$ cat src/rtl/gpio_bank.sv
// Multi-pin GPIO bank: output/OE registers, synchronised inputs, edge-detect interrupts.
// Optional debounce filter on the input path enabled by GPIO_BANK_DEBOUNCE_EN.
module gpio_bank #(
   parameter int WIDTH           = 8,
   parameter int SYNC_STAGES     = 2,
   parameter int DEBOUNCE_CYCLES = 4
) (
   input  logic                 clk_i,
   input  logic                 rst_i,
   input  logic [WIDTH-1:0]     gpio_in_i,
   output logic [WIDTH-1:0]     gpio_out_o,
   output logic [WIDTH-1:0]     gpio_oe_o,
   input  logic                 out_wr_i,
   input  logic [WIDTH-1:0]     out_wdata_i,
   input  logic [WIDTH-1:0]     out_set_i,
   input  logic [WIDTH-1:0]     out_clr_i,
   input  logic                 oe_wr_i,
   input  logic [WIDTH-1:0]     oe_wdata_i,
   input  logic [2*WIDTH-1:0]   irq_mode_i,
   input  logic [WIDTH-1:0]     irq_clr_i,
   output logic [WIDTH-1:0]     gpio_sync_o,
   output logic [WIDTH-1:0]     irq_pending_o,
   output logic                 irq_o
);

   if (WIDTH < 1 || WIDTH > 32) begin : g_bad_width
      $error("gpio_bank: WIDTH out of range");
   end
   if (SYNC_STAGES < 2 || SYNC_STAGES > 4) begin : g_bad_sync
      $error("gpio_bank: SYNC_STAGES out of range");
   end
   if (DEBOUNCE_CYCLES < 1 || DEBOUNCE_CYCLES > 255) begin : g_bad_deb
      $error("gpio_bank: DEBOUNCE_CYCLES out of range");
   end

   localparam int VW = $clog2(SYNC_STAGES + 2);
   localparam logic [VW-1:0] VLD_MAX = VW'(SYNC_STAGES + 1);

   logic [WIDTH-1:0] out_q, out_next, oe_q;
   logic [SYNC_STAGES-1:0][WIDTH-1:0] sync_q;
   logic [WIDTH-1:0] sync_raw, filt, prev_q, pend_q;
   logic [WIDTH-1:0] rise, fall, det;
   logic [VW-1:0]    vld_cnt_q;
   logic             edge_en, irq_q;

   // Clear is applied last so it beats both a write and a set on the same bit.
   always_comb begin
      out_next = out_wr_i ? out_wdata_i : out_q;
      out_next = (out_next | out_set_i) & ~out_clr_i;
   end

   always_ff @(posedge clk_i or posedge rst_i) begin
      if (rst_i) begin
         out_q <= '0;
         oe_q  <= '0;
      end else begin
         out_q <= out_next;
         if (oe_wr_i) oe_q <= oe_wdata_i;
      end
   end

   always_ff @(posedge clk_i or posedge rst_i) begin
      if (rst_i) sync_q <= '0;
      else       sync_q <= {sync_q[SYNC_STAGES-2:0], gpio_in_i};
   end

   assign sync_raw = sync_q[SYNC_STAGES-1];

`ifdef GPIO_BANK_DEBOUNCE_EN
   localparam int DW = $clog2(DEBOUNCE_CYCLES + 1);
   localparam logic [DW-1:0] DB_LAST = DW'(DEBOUNCE_CYCLES - 1);

   logic [WIDTH-1:0][DW-1:0] db_cnt_q;
   logic [WIDTH-1:0]         filt_q;

   // A pin's filtered value follows the synchroniser only after it has
   // disagreed for DEBOUNCE_CYCLES consecutive cycles.
   always_ff @(posedge clk_i or posedge rst_i) begin
      if (rst_i) begin
         db_cnt_q <= '0;
         filt_q   <= '0;
      end else begin
         for (int i = 0; i < WIDTH; i++) begin
            if (sync_raw[i] == filt_q[i]) begin
               db_cnt_q[i] <= '0;
            end else if (db_cnt_q[i] == DB_LAST) begin
               filt_q[i]   <= sync_raw[i];
               db_cnt_q[i] <= '0;
            end else begin
               db_cnt_q[i] <= db_cnt_q[i] + 1'b1;
            end
         end
      end
   end

   assign filt = filt_q;
`else
   assign filt = sync_raw;
`endif

   // Edges stay masked until the synchroniser and prev register hold real data.
   always_ff @(posedge clk_i or posedge rst_i) begin
      if (rst_i)                   vld_cnt_q <= '0;
      else if (vld_cnt_q != VLD_MAX) vld_cnt_q <= vld_cnt_q + 1'b1;
   end

   assign edge_en = (vld_cnt_q == VLD_MAX);
   assign rise    = filt & ~prev_q;
   assign fall    = ~filt & prev_q;

   always_comb begin
      det = '0;
      for (int i = 0; i < WIDTH; i++) begin
         det[i] = edge_en & ((irq_mode_i[2*i] & rise[i]) | (irq_mode_i[2*i+1] & fall[i]));
      end
   end

   always_ff @(posedge clk_i or posedge rst_i) begin
      if (rst_i) begin
         prev_q <= '0;
         pend_q <= '0;
         irq_q  <= 1'b0;
      end else begin
         prev_q <= filt;
         pend_q <= (pend_q & ~irq_clr_i) | det;
         irq_q  <= |pend_q;
      end
   end

   assign gpio_out_o    = out_q;
   assign gpio_oe_o     = oe_q;
   assign gpio_sync_o   = filt;
   assign irq_pending_o = pend_q;
   assign irq_o         = irq_q;

endmodule

$ cat config.mk
export PLATFORM = sky130hd
export DESIGN_NAME = gpio_bank
export DESIGN_NICKNAME = d
export VERILOG_FILES = /design/src/rtl/gpio_bank.sv
export SDC_FILE = /design/constraint.sdc
export NUM_CORES = 1
export LEC_CHECK = 0
export BUFFER_PORTS_ARGS = -buffer_cell sky130_fd_sc_hd__buf_2
export CORE_UTILIZATION = 47
export CTS_CLUSTER_SIZE = 14
export DETAILED_ROUTE_END_ITERATION = 16
export PLACE_DENSITY = 0.83
export SLEW_MARGIN = 0
export SYNTH_ARGS = -nofsm -noshare
export SYNTH_HDL_FRONTEND = slang
export SYNTH_SLANG_ARGS = --single-unit
$ cat constraint.sdc
create_clock -name clk_i -period 2.4 [get_ports clk_i]
set_input_delay 0.12 -clock clk_i [delete_from_list [all_inputs] [get_ports clk_i]]
set_output_delay 0.12 -clock clk_i [all_outputs]
set_load 0.02 [all_outputs]
### Yosys cells after proc, flatten, opt, wreduce, memory -nomap -nowiden

Cells that the tools add are included.

| cells by class | value |
|---|---|
| add/subtract/negate cells | 1 |
| equal/unequal tests | 2 |
| multiplexer cells | 1 |
| bitwise logic cells | 42 |
| reductions and logical operators | 1 |

Operator list:

| cell | number |
|---|---|
| AND 8 bit | 4 |
| NOT 8 bit | 4 |
| AND 1 bit | 24 |
| OR 8 bit | 2 |
| 2-to-1 mux 8 bit | 1 |
| OR 1 bit | 8 |
| OR reduction 8 bit | 1 |
| adder 2 x 1 -> 2 bit (second input constant) | 1 |
| equality test 2 bit (second input constant) | 1 |
| != test 2 bit (second input constant) | 1 |

| storage, ports and cells | value |
|---|---|
| register bits after elaboration | 51 |
| input bits | 68 |
| word-level logic and storage cells | 55 |

### Longest topological paths before layout

| depth | value |
|---|---|
| word-level depth | 6 |
| gate-level depth with buffers | 5 |

### Worst setup path before layout

Ideal clock, no wire load.

| path | value |
|---|---|
| kind | reg-to-reg |
| from | register vld_cnt_q[0] |
| to | register vld_cnt_q[1] |
| setup time | 0.125 ns |
| arrival time | 0.984 ns |
| path slack | 1.291 ns |
| stages on the path, launching flop included | 4 |
| buffers on the path | 1 |
| clock period less this slack | 1.109 ns |
| path through | dfrtp_1 ha_1 buf_6 mux2_4 |

| between the ends | value |
|---|---|
| word-level cells in the longest chain between the ends | 1 |
| elaborated cells between the ends (all ways) | 2 |
| those cells by class | add/sub: 1; eq/ne: 1 |

Ends and longest elaborated chain:

| what | RTL line | RTL |
|---|---|---|
| from (decl) | 43 | `logic [VW-1:0] vld_cnt_q;` |
| from (signal assigned) | 104 | `else if (vld_cnt_q != VLD_MAX) vld_cnt_q <= vld_cnt_q + 1'b1;` |
| adder 2 x 1 -> 2 bit / != test 2 bit (equally long branches) | 104 |  |

Several ways; a longest one is shown, not always the timed one.
A chain may end at the register's enable or synchronous reset.

### Final worst setup path

Ends and elaborated chain as after synthesis.

==> metrics.md <==
| Metric | Value |
|---|---|
| Leak | approximately 1.3 nW |
| Distinct cells, synth | 16 |
| Crit path capture type | register |
| Max_cap viols | 0 |
| Period utilization | 0.595 |
| Initial antenna violation count | 0 |
| Hold Crit Class | in -> reg |
| Sequential share of the synthesized area | 0.668 |
| Critical Path AT | 1.61 ns |
| Synth Net Count | ~200 |
| IO Count | 101 |
| Grt ovf | 0 |
| Die height | 65.8 µm |
| Drt via density | roughly 4.9 |
| Clock-pin slew on the worst setup and hold paths | about 0.09 ns |
| FF+latch count, synth | 51 |
| Vias in the first global route | 1549 |
| CP startpoint kind | register |
| Post-route cell area | 2630 µm² |
| H-tree levels | 2 |
| Post-route ant nets | 0 |
| Reg2Reg Depth | 2 |
| Hpwl dp | 2830 µm |
| Slew Viols, Final | 0 |
| Status | completed |
| TritonCTS Buffers | 5 |
| Syn Area/Cell | around 14 µm² |
| Clock sink count | 51 |
| Initial core utilization | 0.507 |
| Ys Warns | 0 |
| Worst IR Drop VDD | 0.365 mV |
| Die ar. | roughly 4300 µm² |
| Row count | 22 |
| Avg WL per Cell | approximately 14 µm |
| RSZ-0062 raised after global routing | false |
| Hold violation count in the final report | 0 |
| CTS tree | built |
| Final worst path period need | 1.43 ns |
| Layout Skew | between 0.003 and 0.004 ns |
| GRT Resource Usage Total | 0.217 |
| Final setup violation count | 0 |
| Max FO, Critical Path | 18 |
| CORE AREA | 3770 µm² |
| Antenna cell count | 0 |
| Area growth from synthesis to layout | 37.4% |
| Routability-driven placement congestion ratio | 0.717 |
| Die width | between 60 and 70 µm |
| Initial DRC count | 86 |
| Layout cells sized above 1 | 0.476 |
| Largest net degree at the start of global routing | 35 |
| Placed cell area | 2370 µm² |
| Fillers | 273 |
| Detailed Route WL | 4170 µm |
| Root Buffer | clkbuf_8 |
| Setup_tns | 0 ns |
| Post-Syn Instances | ~130 |
| Relative slew slack | 0.561 |
| Post-Syn Area | 1910 µm² |
| I/O Buffers | 100 |
| Worst slew pin tran | 0.659 ns |
| Router iterations before antenna repair | 4 |
| Power Dens Cells | 644 nW/µm² |
| WHS Path Cells | 3 |
| Nets | 316 |
| Clk_lat worst skew | 0.29 ns |
| Clk buf depth | 2 |
| Critical path class | reg -> reg |
| DR vias | 1457 |
| Worst path required time | 2.58 ns |
| DRC viols | 0 |
| Highest Clock Rate | 700 MHz |
| First-pass GRT wire length | 6850 µm |
## layer usage
metal	vias up	wire [µm]	GRT usage
met5	-	0	0
met4	0	29	0.0652
met3	2	320	0.0586
met2	71	2190	0.395
met1	704	1630	0.245
li1	680	-	-
## sequential cells by signal (all words and copies together) (netlist names)
signal / flops
irq_pending_o: 8
gpio_out_o: 8
gpio_sync_o: 8
irq_o: 1
prev_q: 8
vld_cnt_q: 2
sync_q: 8
gpio_oe_o: 8
## kinds of logic after synthesis
| kind of cell | share of synthesized area |
|---|---|
| flops | 0.668 |
| simple gates | 0.129 |
| buf+inv | 0.0746 |
| mux | 0.0969 |
| compound gates | 0.0209 |
| xor+xnor | 0.00458 |
| fa+ha+maj | 0.00654 |
## per-stage QoR
stage                      util  setup slack [ns]  hold WS [ns]  instances  total power, mW
after floorplan               -              1.05         0.151        134             1.11
after global placement    0.629              1.04         0.114        271             1.21
after CTS                 0.696             0.968        0.0287        296             1.70
after global routing      0.696             0.879        0.0425        296             1.78
final                     0.696             0.971        0.0529        296             1.69
after detailed placement  0.629             0.994         0.125        271             1.22
## cell usage in the layout, fill, tap and decap left out
cell type and n:
clkinv_2 1, nand2_1 1, ha_1 1, clkbuf_1 1
xnor2_1 1, nor4_1 2, dlygate4sd3_1 17, inv_1 8
nand4b_1 16, dfrtp_1 51, nand2b_1 8, buf_4 1
mux2i_1 8, mux2_4 1, mux2_2 8, clkinvlp_4 1
nand3_1 8, inv_2 1, buf_2 100, a21oi_1 8
clkbuf_8 5
## area by class of cell
cell class / count / area (µm²) / area share
Sequential cell: 51 / 1280 / 0.486
Timing Repair Buffer: 118 / 678 / 0.258
Multi-Input combinational cell: 62 / 493 / 0.188
Clock buffer: 6 / 72.6 / 0.0276
Tap cell: 48 / 60.1 / 0.0229
Inverter: 9 / 33.8 / 0.0129
Clock inverter: 2 / 12.5 / 0.00476
## critical path, stage by stage, from the launching register on
cell,delay [ns]
dfrtp_1,0.38
ha_1,0.59
mux2_4,0.35
## power by group
part           internal [mW]  total, mW  switching [mW]
registers              0.918      0.953          0.0354
logic                  0.128      0.268           0.140
clock network          0.204      0.471           0.267
total                   1.25       1.69           0.442
## final timing paths
kind	start	end	slack, ns
hold / removal	out_set_i[6]	gpio_out_o[6]$_DFF_PP0_	0.05
max in group asynchronous	rst_i	gpio_oe_o[2]$_DFFE_PP0P_	1.30
hold reg to reg	sync_q[7]$_DFF_PP0_	gpio_sync_o[7]$_DFF_PP0_	0.35
setup / recovery	vld_cnt_q[0]$_DFFE_PP0N_	vld_cnt_q[1]$_DFFE_PP0N_	0.97
setup reg to reg	vld_cnt_q[0]$_DFFE_PP0N_	vld_cnt_q[1]$_DFFE_PP0N_	0.97
min in group asynchronous	rst_i	gpio_oe_o[3]$_DFFE_PP0P_	0.36
## synthesized netlist by cell type
cell	count	area share
dfrtp_1	51	0.67
buf_4	8	0.031
mux2_4	1	0.0079
xnor2_1	1	0.0046
ha_1	1	0.0065
mux2i_1	8	0.042
a21oi_1	8	0.021
inv_1	9	0.018
nand4b_1	16	0.073
mux2_2	8	0.047
nand3_1	8	0.021
buf_6	3	0.018
nand2_1	1	0.0020
nand2b_1	8	0.026
buf_8	1	0.0079
nor4_1	2	0.0065
## repair_timing
action	4_1_cts	5_1_grt
endpoints found under the hold margin	33	0
hold buffers	17	0
buffers inserted	0	0
resized for setup	0	0
setup endpoints to repair	0	0
No activity file was read; power rests on OpenSTA's default activity.
